**src/rtl/shift_deserializer.sv**
```systemverilog
// shift_deserializer: serial-in, parallel-out shift register.
// Collects WIDTH serial bits (MSB-first or LSB-first, chosen on the first
// bit of each word) and hands the assembled word to a one-entry registered
// output slot with valid/ready backpressure.
//
// Handshakes: a transfer happens on a rising clk edge where valid && ready.
// Valid never depends on ready from the same side. serial_ready is
// combinational and only stalls the last bit of a word while the output
// slot is full and not draining. out_data/out_valid hold while
// out_valid && !out_ready.
module shift_deserializer #(
    parameter int WIDTH = 8,
    localparam int CNT_W = $clog2(WIDTH + 1)
) (
    input  logic             clk,
    input  logic             rst_n,
    input  logic             serial_in,
    input  logic             serial_valid,
    output logic             serial_ready,
    input  logic             direction,
    input  logic             flush,
    output logic [WIDTH-1:0] out_data,
    output logic             out_valid,
    input  logic             out_ready,
    output logic [CNT_W-1:0] bit_count
);

    localparam logic [CNT_W-1:0] LAST_CNT = CNT_W'(WIDTH - 1);

    logic [WIDTH-1:0] sr_q, sr_d;
    logic [CNT_W-1:0] cnt_q, cnt_d;
    logic             dir_q, dir_d;
    logic [WIDTH-1:0] out_data_q, out_data_d;
    logic             out_valid_q, out_valid_d;

    logic             accept;
    logic             last_bit;
    logic             eff_dir;
    logic [WIDTH-1:0] shifted;

    // Input handshake, effective direction and the shifted-in candidate word.
    always_comb begin
        serial_ready = !flush && !((cnt_q == LAST_CNT) && out_valid_q && !out_ready);
        accept       = serial_valid && serial_ready;
        last_bit     = accept && (cnt_q == LAST_CNT);
        // The first bit of a word uses the live direction input; later bits
        // use the value latched on that first bit.
        eff_dir      = (cnt_q == '0) ? direction : dir_q;
        shifted      = eff_dir ? {serial_in, sr_q[WIDTH-1:1]}
                               : {sr_q[WIDTH-2:0], serial_in};
    end

    // Next state of the shift register, bit counter and direction latch.
    always_comb begin
        sr_d  = sr_q;
        cnt_d = cnt_q;
        dir_d = dir_q;
        if (flush) begin
            sr_d  = '0;
            cnt_d = '0;
        end else if (accept) begin
            sr_d  = shifted;
            dir_d = eff_dir;
            cnt_d = last_bit ? '0 : cnt_q + CNT_W'(1);
        end
    end

    // Next state of the output slot; a new word loading in the same cycle
    // as a drain keeps out_valid high for zero-bubble throughput.
    always_comb begin
        out_data_d  = out_data_q;
        out_valid_d = out_valid_q;
        if (last_bit) begin
            out_data_d  = shifted;
            out_valid_d = 1'b1;
        end else if (out_valid_q && out_ready) begin
            out_valid_d = 1'b0;
        end
    end

    // State registers with asynchronous active-low reset.
    always_ff @(posedge clk or negedge rst_n) begin
        if (!rst_n) begin
            sr_q        <= '0;
            cnt_q       <= '0;
            dir_q       <= 1'b0;
            out_data_q  <= '0;
            out_valid_q <= 1'b0;
        end else begin
            sr_q        <= sr_d;
            cnt_q       <= cnt_d;
            dir_q       <= dir_d;
            out_data_q  <= out_data_d;
            out_valid_q <= out_valid_d;
        end
    end

    assign out_data  = out_data_q;
    assign out_valid = out_valid_q;
    assign bit_count = cnt_q;

endmodule
```
**config.mk**
```make
export PLATFORM = sky130hd
export DESIGN_NAME = shift_deserializer
export DESIGN_NICKNAME = d
export VERILOG_FILES = /design/src/rtl/shift_deserializer.sv
export SDC_FILE = /design/constraint.sdc
export NUM_CORES = 1
export LEC_CHECK = 0
export CAP_MARGIN = 40
export CORE_UTILIZATION = 47
export CTS_CLUSTER_DIAMETER = 60
export DETAILED_ROUTE_END_ITERATION = 8
export GPL_TIMING_DRIVEN = 0
export MAX_ROUTING_LAYER = met4
export PLACE_DENSITY = 0.74
export SLEW_MARGIN = 10
export SYNTH_ARGS = -nofsm -noshare
export SYNTH_HDL_FRONTEND = slang
export SYNTH_SLANG_ARGS = --single-unit
export TNS_END_PERCENT = 30
```
**constraint.sdc**
```tcl
create_clock -name clk -period 1.4 [get_ports clk]
set_input_delay 0.28 -clock clk [delete_from_list [all_inputs] [get_ports clk]]
set_output_delay 0.28 -clock clk [all_outputs]
set_load 0.005 [all_outputs]
```
==> reports/results.txt, run 1 <==
status -> finished, violations left
violated checks -> negative setup slack
area share of the largest cell type after synthesis -> 0.4255
Layout Cells excl Fill -> 173
post-layout total power -> 1.416 mW
TritonCTS clock tree -> yes
Synth warnings -> 0
clock slew seen by the registers of the worst setup and hold paths -> 130 ps
Peak VDD IR -> 0.0007756 V
min Tclk post-route -> 1660 ps
Post-Synthesis Cells -> 106
critical path's slowest cell -> sky130_fd_sc_hd__dfrtp_1
number of remaining DRC errors -> 0
dominant cell type by area after synthesis -> sky130_fd_sc_hd__dfrtp_1
part of the power in the clock network -> 0.257
I/O Pins -> 21
depth of the CTS H-tree -> 1
number of iterations in the first detailed-routing pass -> 4
vias -> 940
slew of the pin with the lowest slew margin -> 356.3 ps
Synth area leaders -> sky130_fd_sc_hd__dfrtp_1 (43%), sky130_fd_sc_hd__mux2i_1 (19%), sky130_fd_sc_hd__mux2_2 (9.6%)
number of buffers and inverters on the critical path -> 3
combinational cell fraction of total power -> 0.263
P_sw -> 0.3922 mW
net count after synthesis -> 115
number of buffers created by CTS -> 3
area of the die -> 2966 um2
pin count of the biggest net entering global routing -> 17
area overhead of the layout relative to synthesis -> 35.01%
clk sink count -> 22
hold-fix buffer count after cts -> 0
First DRT Iteration DRCs -> 9
top flip-flop cell by instance count after synthesis -> sky130_fd_sc_hd__dfrtp_1
global-route wire length before repair -> 4.388 mm
Detail Route Antenna Nets -> 0
share of flip-flops with an asynchronous set or reset after synthesis -> 1.000
core area -> 2545 um2
power share of the sequential group -> 0.481
number of nets in the layout -> 153
layout cells sized above 1 -> 0.3916
Critical Setup Path Class -> reg -> reg
root buffer selected by CTS -> sky130_fd_sc_hd__clkbuf_4
clk_skew -> 2.179 ps
routed length per instance -> 16.30 um
Post-Synthesis Mean Instance Area -> 12.21 um2
overall die width -> 54.47 um
starting density of the core -> 0.5084
count of input and output buffers -> 19
class of the tightest hold or removal check -> in -> async
total gr overflow -> 0
Hold Fails Final Rpt -> 0
cell-by-cell listing of the critical path -> buf_6, inv_4, ha_4, nor3b_4, buf_6, mux2_4, mux2i_1
Power Dens Cells -> 810.8 nW/um2
mean number of vias per cell -> 5.434
GR Util All Layers -> 0.2216
FF+latch count, synth -> 22
LEAKAGE -> 0.9021 nW
placed wire-length estimate -> 1.743 mm
synth cell count leaders -> sky130_fd_sc_hd__mux2i_1 (25), sky130_fd_sc_hd__dfrtp_1 (22), sky130_fd_sc_hd__mux2_2 (11)
Relative slew margins -> 0.7617
last weighted congestion value of the routability-driven placer -> 0.7093
Die Y-Extent -> 54.47 um
number of unique standard cell types used by synthesis -> 26
number of pins exceeding their max-slew limit in the final report -> 0
Rows -> 18
RSZ-0062 raised after global routing -> yes
initial antenna violation count -> 0
cell count after placement -> 156
max capacitance violation total -> 0
post-route setup slack -> -259.7 ps
number of global-route vias before repair -> 914
sequential share of the synthesized area -> 0.4255
kind of cell adding the most delay to the critical path -> multiplexers
critical path's most frequent cell -> sky130_fd_sc_hd__buf_6
maximum fanout along the worst path -> 5
cell internal pwr -> 1.024 mW
Sw Share -> 0.2769
data arrival at the endpoint of the critical path -> 1900 ps
element type at the critical path end -> flop
Cell Area, Synth -> 1294 um2
post-route clock period utilization -> 1.186
most used standard cell by instance count after synthesis -> sky130_fd_sc_hd__mux2i_1
clock latency at the later pin of the worst-skew pair -> 320 ps
Setup crit start kind -> flop
maximum clock rate -> 602.5 MHz
total wire length after detailed routing -> 2.820 mm
Longest Clk Path Bufs -> 2
EDFF count, synth -> 0
Worst Path Required -> 1640 ps
total setup violations reported at the end of the flow -> 20
antenna cells -> 0
Critical Path Max Stage Delay -> 430 ps
[cells in the final DEF (no fill, tap or decap), drive strengths merged, types with 2 or more instances in the layout]
cell	count
nand2b	2
dlygate4sd2	12
o21ai	2
clkdlybuf4s50	4
dfrtp	22
a21oi	2
buf	19
clkbuf	6
nor2	5
ha	2
nand2	4
mux2i	25
mux2	18
inv	3
nor2b	8
[sequential cells by signal, indices dropped and copies added (netlist names)]
signal	flops
out_valid	1
sr_q	8
dir_q	1
bit_count	4
out_data	8
[logic make-up after synthesis]
kind of cell	after synthesis	synth area share
compound gates	5	0.03288
fa+ha+maj	2	0.01934
buf+inv	8	0.03385
flops	22	0.4255
mux	43	0.3704
simple gates	26	0.1180
[worst reg2reg max path, stage by stage, from the launching register on]
cell and delay (ps):
sky130_fd_sc_hd__dfrtp_1 430, sky130_fd_sc_hd__buf_6 140, sky130_fd_sc_hd__inv_4 50, sky130_fd_sc_hd__ha_4 120
sky130_fd_sc_hd__nor3b_4 220, sky130_fd_sc_hd__buf_6 170, sky130_fd_sc_hd__mux2_4 310, sky130_fd_sc_hd__mux2i_1 160
[power by group through the flow]
stage	sequential [mW]	combinational (mW)	clock [mW]
after CTS	0.680	0.343	0.369
final	0.681	0.372	0.363
after global routing	0.683	0.400	0.391
after global placement	0.692	0.276	0
after detailed placement	0.694	0.283	0
after floorplan	0.689	0.196	0
[layer usage]
metal / vias to the layer above / GRT usage / part of all wire
met5: - / - / 0
li1: 448 / - / -
met4: 0 / 0.07692 / 0.015
met2: 14 / 0.3598 / 0.49
met3: 5 / 0.02500 / 0.022
met1: 473 / 0.2860 / 0.48
[path summary, 6_finish.rpt]
path / from / to / slack [ps] / cells past startpoint
max: bit_count[1] / out_data[7] / -260 / 7
min: rst_n / out_valid / 220 / 1
max reg2reg: bit_count[1] / out_data[7] / -260 / 7
min reg2reg: out_data[3] / out_data[3] / 520 / 1
max in group asynchronous: rst_n / bit_count[3] / 740 / 2
min in group clk: direction / dir_q / 430 / 2
[per-stage QoR]
| step | setup WS [ps] | hold WS (ps) | area (um2) | utilization | setup TNS [ps] |
|---|---|---|---|---|---|
| 2_1_floorplan | -106.3 | -15.59 | 1301 | - | -1735 |
| 3_3_place_gp | -764.2 | 491.8 | 1529 | 0.6008 | -11340 |
| 3_5_place_dp | -754.4 | 493.2 | 1544 | 0.6067 | -8784 |
| 4_1_cts | -259.5 | 219.2 | 1690 | 0.6642 | -4340 |
| 5_1_grt | -330.4 | 238.9 | 1747 | 0.6863 | -5609 |
| 6_report | -259.7 | 219.9 | 1747 | 0.6863 | -4340 |
[final cells by class]
cell class	count	area, um2
fillers	192	798.3
multi-input cells	76	763.2
flip-flops and latches	22	553.0
repair buffers	33	300.3
plain buffers	5	40.04
well taps	30	37.54
clock buffers	4	36.28
inverters	3	16.27
[repair_timing]
item                                    in CTS  in global routing
setup buffers                                9                  3
endpoints found under the hold margin        0                  0
endpoints found under the setup margin      33                 22
pin swaps                                    4                  3
gates resized for setup                     40                 11
cloned                                       1                  0
(Power assumes the default switching activity.)
==> run 2: changes to the inputs <==
Clock period 1.4 ns to 1.5 ns, I/O delays scaled along.
==> reports/results.txt, run 2 (synthesis results as in run 1) <==
post-layout total power -> 1.342 mW
Relative slew margins -> 0.6788
DP Area -> 1544 um2
total gr overflow -> 0
antenna cells -> 0
Layout Cells excl Fill -> 170
number of buffers created by CTS -> 3
Power Dens Cells -> 742.7 nW/um2
number of pins exceeding their max-slew limit in the final report -> 0
clk sink count -> 22
Worst Path Required -> 1730 ps
RSZ-0062 raised after global routing -> yes
maximum clock rate -> 594.4 MHz
vias -> 928
TritonCTS clock tree -> yes
initial antenna violation count -> 0
Post-Layout Inst Area -> 1807 um2
layout cells sized above 1 -> 0.4071
Filler Cells Inserted -> 192
I/O Pins -> 21
max capacitance violation total -> 0
pin count of the biggest net entering global routing -> 14
Peak VDD IR -> 0.0005455 V
LEAKAGE -> 1.003 nW
Rows -> 18
last weighted congestion value of the routability-driven placer -> 0.7146
Post-Route Setup TNS -> -2650 ps
number of global-route vias before repair -> 926
Hold Fails Final Rpt -> 0
cell count after placement -> 156
area overhead of the layout relative to synthesis -> 39.65%
element type at the critical path end -> flop
Detail Route Antenna Nets -> 0
hold-fix buffer count after cts -> 0
post-route setup slack -> -182.5 ps
violated checks -> negative setup slack
depth of the CTS H-tree -> 1
core area -> 2545 um2
count of input and output buffers -> 19
GR Util All Layers -> 0.2309
starting density of the core -> 0.5084
mean number of vias per cell -> 5.459
Die Y-Extent -> 54.47 um
leading cell types in the layout, fill and taps excluded -> sky130_fd_sc_hd__dfrtp_1 (20), sky130_fd_sc_hd__mux2i_1 (19), sky130_fd_sc_hd__mux2_4 (16)
maximum fanout along the worst path -> 5
overall die width -> 54.47 um
routed length per instance -> 17.20 um
clock latency at the later pin of the worst-skew pair -> 300 ps
global-route wire length before repair -> 4.629 mm
most common cell after layout, fill and taps aside -> sky130_fd_sc_hd__dfrtp_1
clk_skew -> 6.459 ps
First DRT Iteration DRCs -> 10
clock slew seen by the registers of the worst setup and hold paths -> 130 ps
area of the die -> 2966 um2
total setup violations reported at the end of the flow -> 21
Setup crit start kind -> flop
number of iterations in the first detailed-routing pass -> 5
status -> finished, violations left
post-place setup slack -> -702.8 ps
slew of the pin with the lowest slew margin -> 480.3 ps
min Tclk post-route -> 1682 ps
Critical Setup Path Class -> reg -> reg
total wire length after detailed routing -> 2.924 mm
class of the tightest hold or removal check -> in -> async
number of remaining DRC errors -> 0
data arrival at the endpoint of the critical path -> 1910 ps
root buffer selected by CTS -> sky130_fd_sc_hd__clkbuf_4
number of nets in the layout -> 150
Longest Clk Path Bufs -> 2
post-route clock period utilization -> 1.122
placed wire-length estimate -> 1.781 mm
run 2: changes by cell type in the layout (fill, tap and decap cells not counted), sizes merged:
cell,change
dlymetal6s2s,+9
clkdlybuf4s15,-1
clkbuf,-1
buf,-3
dlygate4sd2,-7
run 2: worst max-delay path, stage by stage (launching register included):
cell and delay (ps):
sky130_fd_sc_hd__dfrtp_1 430, sky130_fd_sc_hd__buf_6 140, sky130_fd_sc_hd__inv_4 50, sky130_fd_sc_hd__ha_4 120
sky130_fd_sc_hd__nor3b_4 240, sky130_fd_sc_hd__buf_6 180, sky130_fd_sc_hd__mux2_4 310, sky130_fd_sc_hd__mux2i_1 140
run 2: worst paths after layout:
path	from	to	slack (ps)	cells after the start
setup reg to reg	bit_count[1]	sr_q[7]	-180	7
setup / recovery	bit_count[1]	sr_q[7]	-180	7
hold / removal	rst_n	out_valid	300	1
hold reg to reg	out_data[4]	out_data[4]	520	1
max in group asynchronous	rst_n	bit_count[3]	730	2
min in group clk	direction	dir_q	460	2
run 2: cell type report:
cell class / instances / area [um2] / area share
Buffer: 5 / 40.04 / 0.02216
Sequential cell: 22 / 553.0 / 0.3061
Tap cell: 30 / 37.54 / 0.02078
Inverter: 3 / 16.27 / 0.009003
Timing Repair Buffer: 30 / 317.8 / 0.1759
Multi-Input combinational cell: 76 / 805.8 / 0.4460
Clock buffer: 4 / 36.28 / 0.02008
run 2: metrics by stage:
step           utilization  hold slack (ps)
2_1_floorplan            -            4.409
3_3_place_gp        0.6008            491.6
3_5_place_dp        0.6067            496.0
4_1_cts             0.6799            311.3
5_1_grt             0.7099            328.5
6_report            0.7099            302.2
run 2: repair_timing:
| item | in CTS | in global routing |
|---|---|---|
| buffers inserted | 9 | 0 |
| endpoints found under the setup margin | 24 | 30 |
| gates cloned | 1 | 0 |
| pin swaps | 4 | 1 |
| resized for setup | 37 | 21 |
run 2: per-layer routing:
| metal | part of all wire | GRT usage |
|---|---|---|
| met3 | 0.021 | 0.02778 |
| met5 | 0 | - |
| met1 | 0.47 | 0.3141 |
| met2 | 0.51 | 0.3598 |
| met4 | 0.0051 | 0.06838 |
run 2: report_power, final:
| part | switching [mW] | internal [mW] | total (mW) |
|---|---|---|---|
| clock network | 0.182 | 0.148 | 0.330 |
| registers | 0.0191 | 0.617 | 0.636 |
| logic | 0.172 | 0.204 | 0.376 |
==> run 3: changes to the inputs <==
Settings changed: MAX_ROUTING_LAYER met4 to default.
==> reports/results.txt, run 3 (synthesis results as in run 1) <==
status -> finished, violations left
violated checks -> negative setup slack
clock latency at the later pin of the worst-skew pair -> 300 ps
total setup violations reported at the end of the flow -> 21
antenna cells -> 0
leading cell types in the layout, fill and taps excluded -> sky130_fd_sc_hd__dfrtp_1 (20), sky130_fd_sc_hd__mux2i_1 (19), sky130_fd_sc_hd__mux2_4 (16)
critical path's slowest cell -> sky130_fd_sc_hd__dfrtp_1
hold-fix buffer count after cts -> 0
number of buffers created by CTS -> 3
kind of cell adding the most delay to the critical path -> multiplexers
pin count of the biggest net entering global routing -> 14
core area -> 2545 um2
vias -> 924
last weighted congestion value of the routability-driven placer -> 0.7067
critical path's most frequent cell -> sky130_fd_sc_hd__buf_6
flop-to-flop setup slack -> -190 ps
number of nets in the layout -> 150
Die Y-Extent -> 54.47 um
post-route clock period utilization -> 1.124
starting density of the core -> 0.5084
Relative slew margins -> 0.6787
worst reg2reg path depth -> 7
maximum fanout along the worst path -> 5
GR Util All Layers -> 0.2244
count of input and output buffers -> 19
Peak VDD IR -> 0.0005463 V
min Tclk post-route -> 1686 ps
Critical Setup Path Class -> reg -> reg
Rows -> 18
number of buffers and inverters on the critical path -> 3
total gr overflow -> 0
RSZ-0062 raised after global routing -> yes
GR met1 Demand/Resource -> 0.3141
Critical Path Start -> bit_count[1]
routed length per instance -> 17.21 um
overall die width -> 54.47 um
TritonCTS clock tree -> yes
Worst Path Required -> 1730 ps
most used routing layer in global routing -> met2
Detail Route Antenna Nets -> 0
Layout Utilization -> 0.7099
clk_skew -> 6.476 ps
class of the tightest hold or removal check -> in -> async
I/O Pins -> 21
slew of the pin with the lowest slew margin -> 480.4 ps
placed wire-length estimate -> 1.781 mm
First DRT Iteration DRCs -> 10
DP Area -> 1544 um2
number of iterations in the first detailed-routing pass -> 4
maximum clock rate -> 593.0 MHz
Post-Layout Inst Area -> 1807 um2
area of the die -> 2966 um2
mean number of vias per cell -> 5.435
element type at the critical path end -> flop
depth of the CTS H-tree -> 1
area overhead of the layout relative to synthesis -> 39.65%
global-route wire length before repair -> 4.623 mm
post-route setup slack -> -186.2 ps
cell-by-cell listing of the critical path -> buf_6, inv_4, ha_4, nor3b_4, buf_6, mux2_4, mux2i_1
Longest Clk Path Bufs -> 2
total wire length after detailed routing -> 2.926 mm
Reg-to-Reg Start -> bit_count[1]
Hold Fails Final Rpt -> 0
clk sink count -> 22
clock slew seen by the registers of the worst setup and hold paths -> 130 ps
Setup crit start kind -> flop
number of global-route vias before repair -> 928
root buffer selected by CTS -> sky130_fd_sc_hd__clkbuf_4
number of pins exceeding their max-slew limit in the final report -> 0
met3 global-route usage -> 0.02778
Power Dens Cells -> 742.8 nW/um2
reg-to-reg critical path endpoint -> sr_q[7]
post-layout total power -> 1.342 mW
number of remaining DRC errors -> 0
initial antenna violation count -> 0
layout cells sized above 1 -> 0.4071
max capacitance violation total -> 0
LEAKAGE -> 1.003 nW
most common cell after layout, fill and taps aside -> sky130_fd_sc_hd__dfrtp_1
Critical Path Max Stage Delay -> 430 ps
met2 GRT Util -> 0.3598
data arrival at the endpoint of the critical path -> 1920 ps
post-place setup slack -> -702.8 ps
==> run 3: power breakdown <==
group          internal [mW]  switching, mW
clock                  0.148          0.182
combinational          0.204          0.172
sequential             0.617         0.0195
==> run 3: routing by layer <==
layer / vias up / part of all wire
met2: 11 / 0.50
met5: - / 0
met1: 469 / 0.47
met3: 2 / 0.021
met4: 0 / 0.0051
li1: 442 / -
==> run 3: stage by stage <==
| step | hold slack, ps | setup TNS [ps] | std cells |
|---|---|---|---|
| final | 302.0 | -2729 | 170 |
| after detailed placement | 496.0 | -6933 | 156 |
| after global routing | 328.5 | -4124 | 170 |
| after CTS | 311.3 | -2258 | 170 |
| after floorplan | 4.409 | -50.42 | 106 |
| after global placement | 491.6 | -7897 | 155 |
==> run 3: what timing repair did <==
action                                  CTS  global route
resized for setup                        37            21
setup buffers                             9             0
endpoints found under the setup margin   24            30
cloned                                    1             0
pin swaps                                 4             1
==> run 3: worst register-to-register path: cells and delay by family (launching register included) <==
family,cells,cell delay [ps]
muxes,2,450
and+or+nand+nor,1,240
buffers and inverters,3,370
adders and majority gates,1,120
DFF,1,430
==> run 3: area by class of cell <==
class	instances	area, um2
Multi-Input combinational cell	76	805.8
Timing Repair Buffer	30	317.8
Inverter	3	16.27
Tap cell	30	37.54
Sequential cell	22	553.0
Clock buffer	4	36.28
Buffer	5	40.04
Fill cell	192	738.2
==> run 3: worst max path at each step <==
stage              endpoint  cells past startpoint
4_1_cts         out_data[1]                      6
5_1_grt             sr_q[7]                      7
6_report            sr_q[7]                      7
2_1_floorplan  bit_count[1]                      4
3_3_place_gp   serial_ready                      4
3_5_place_dp   serial_ready                      4
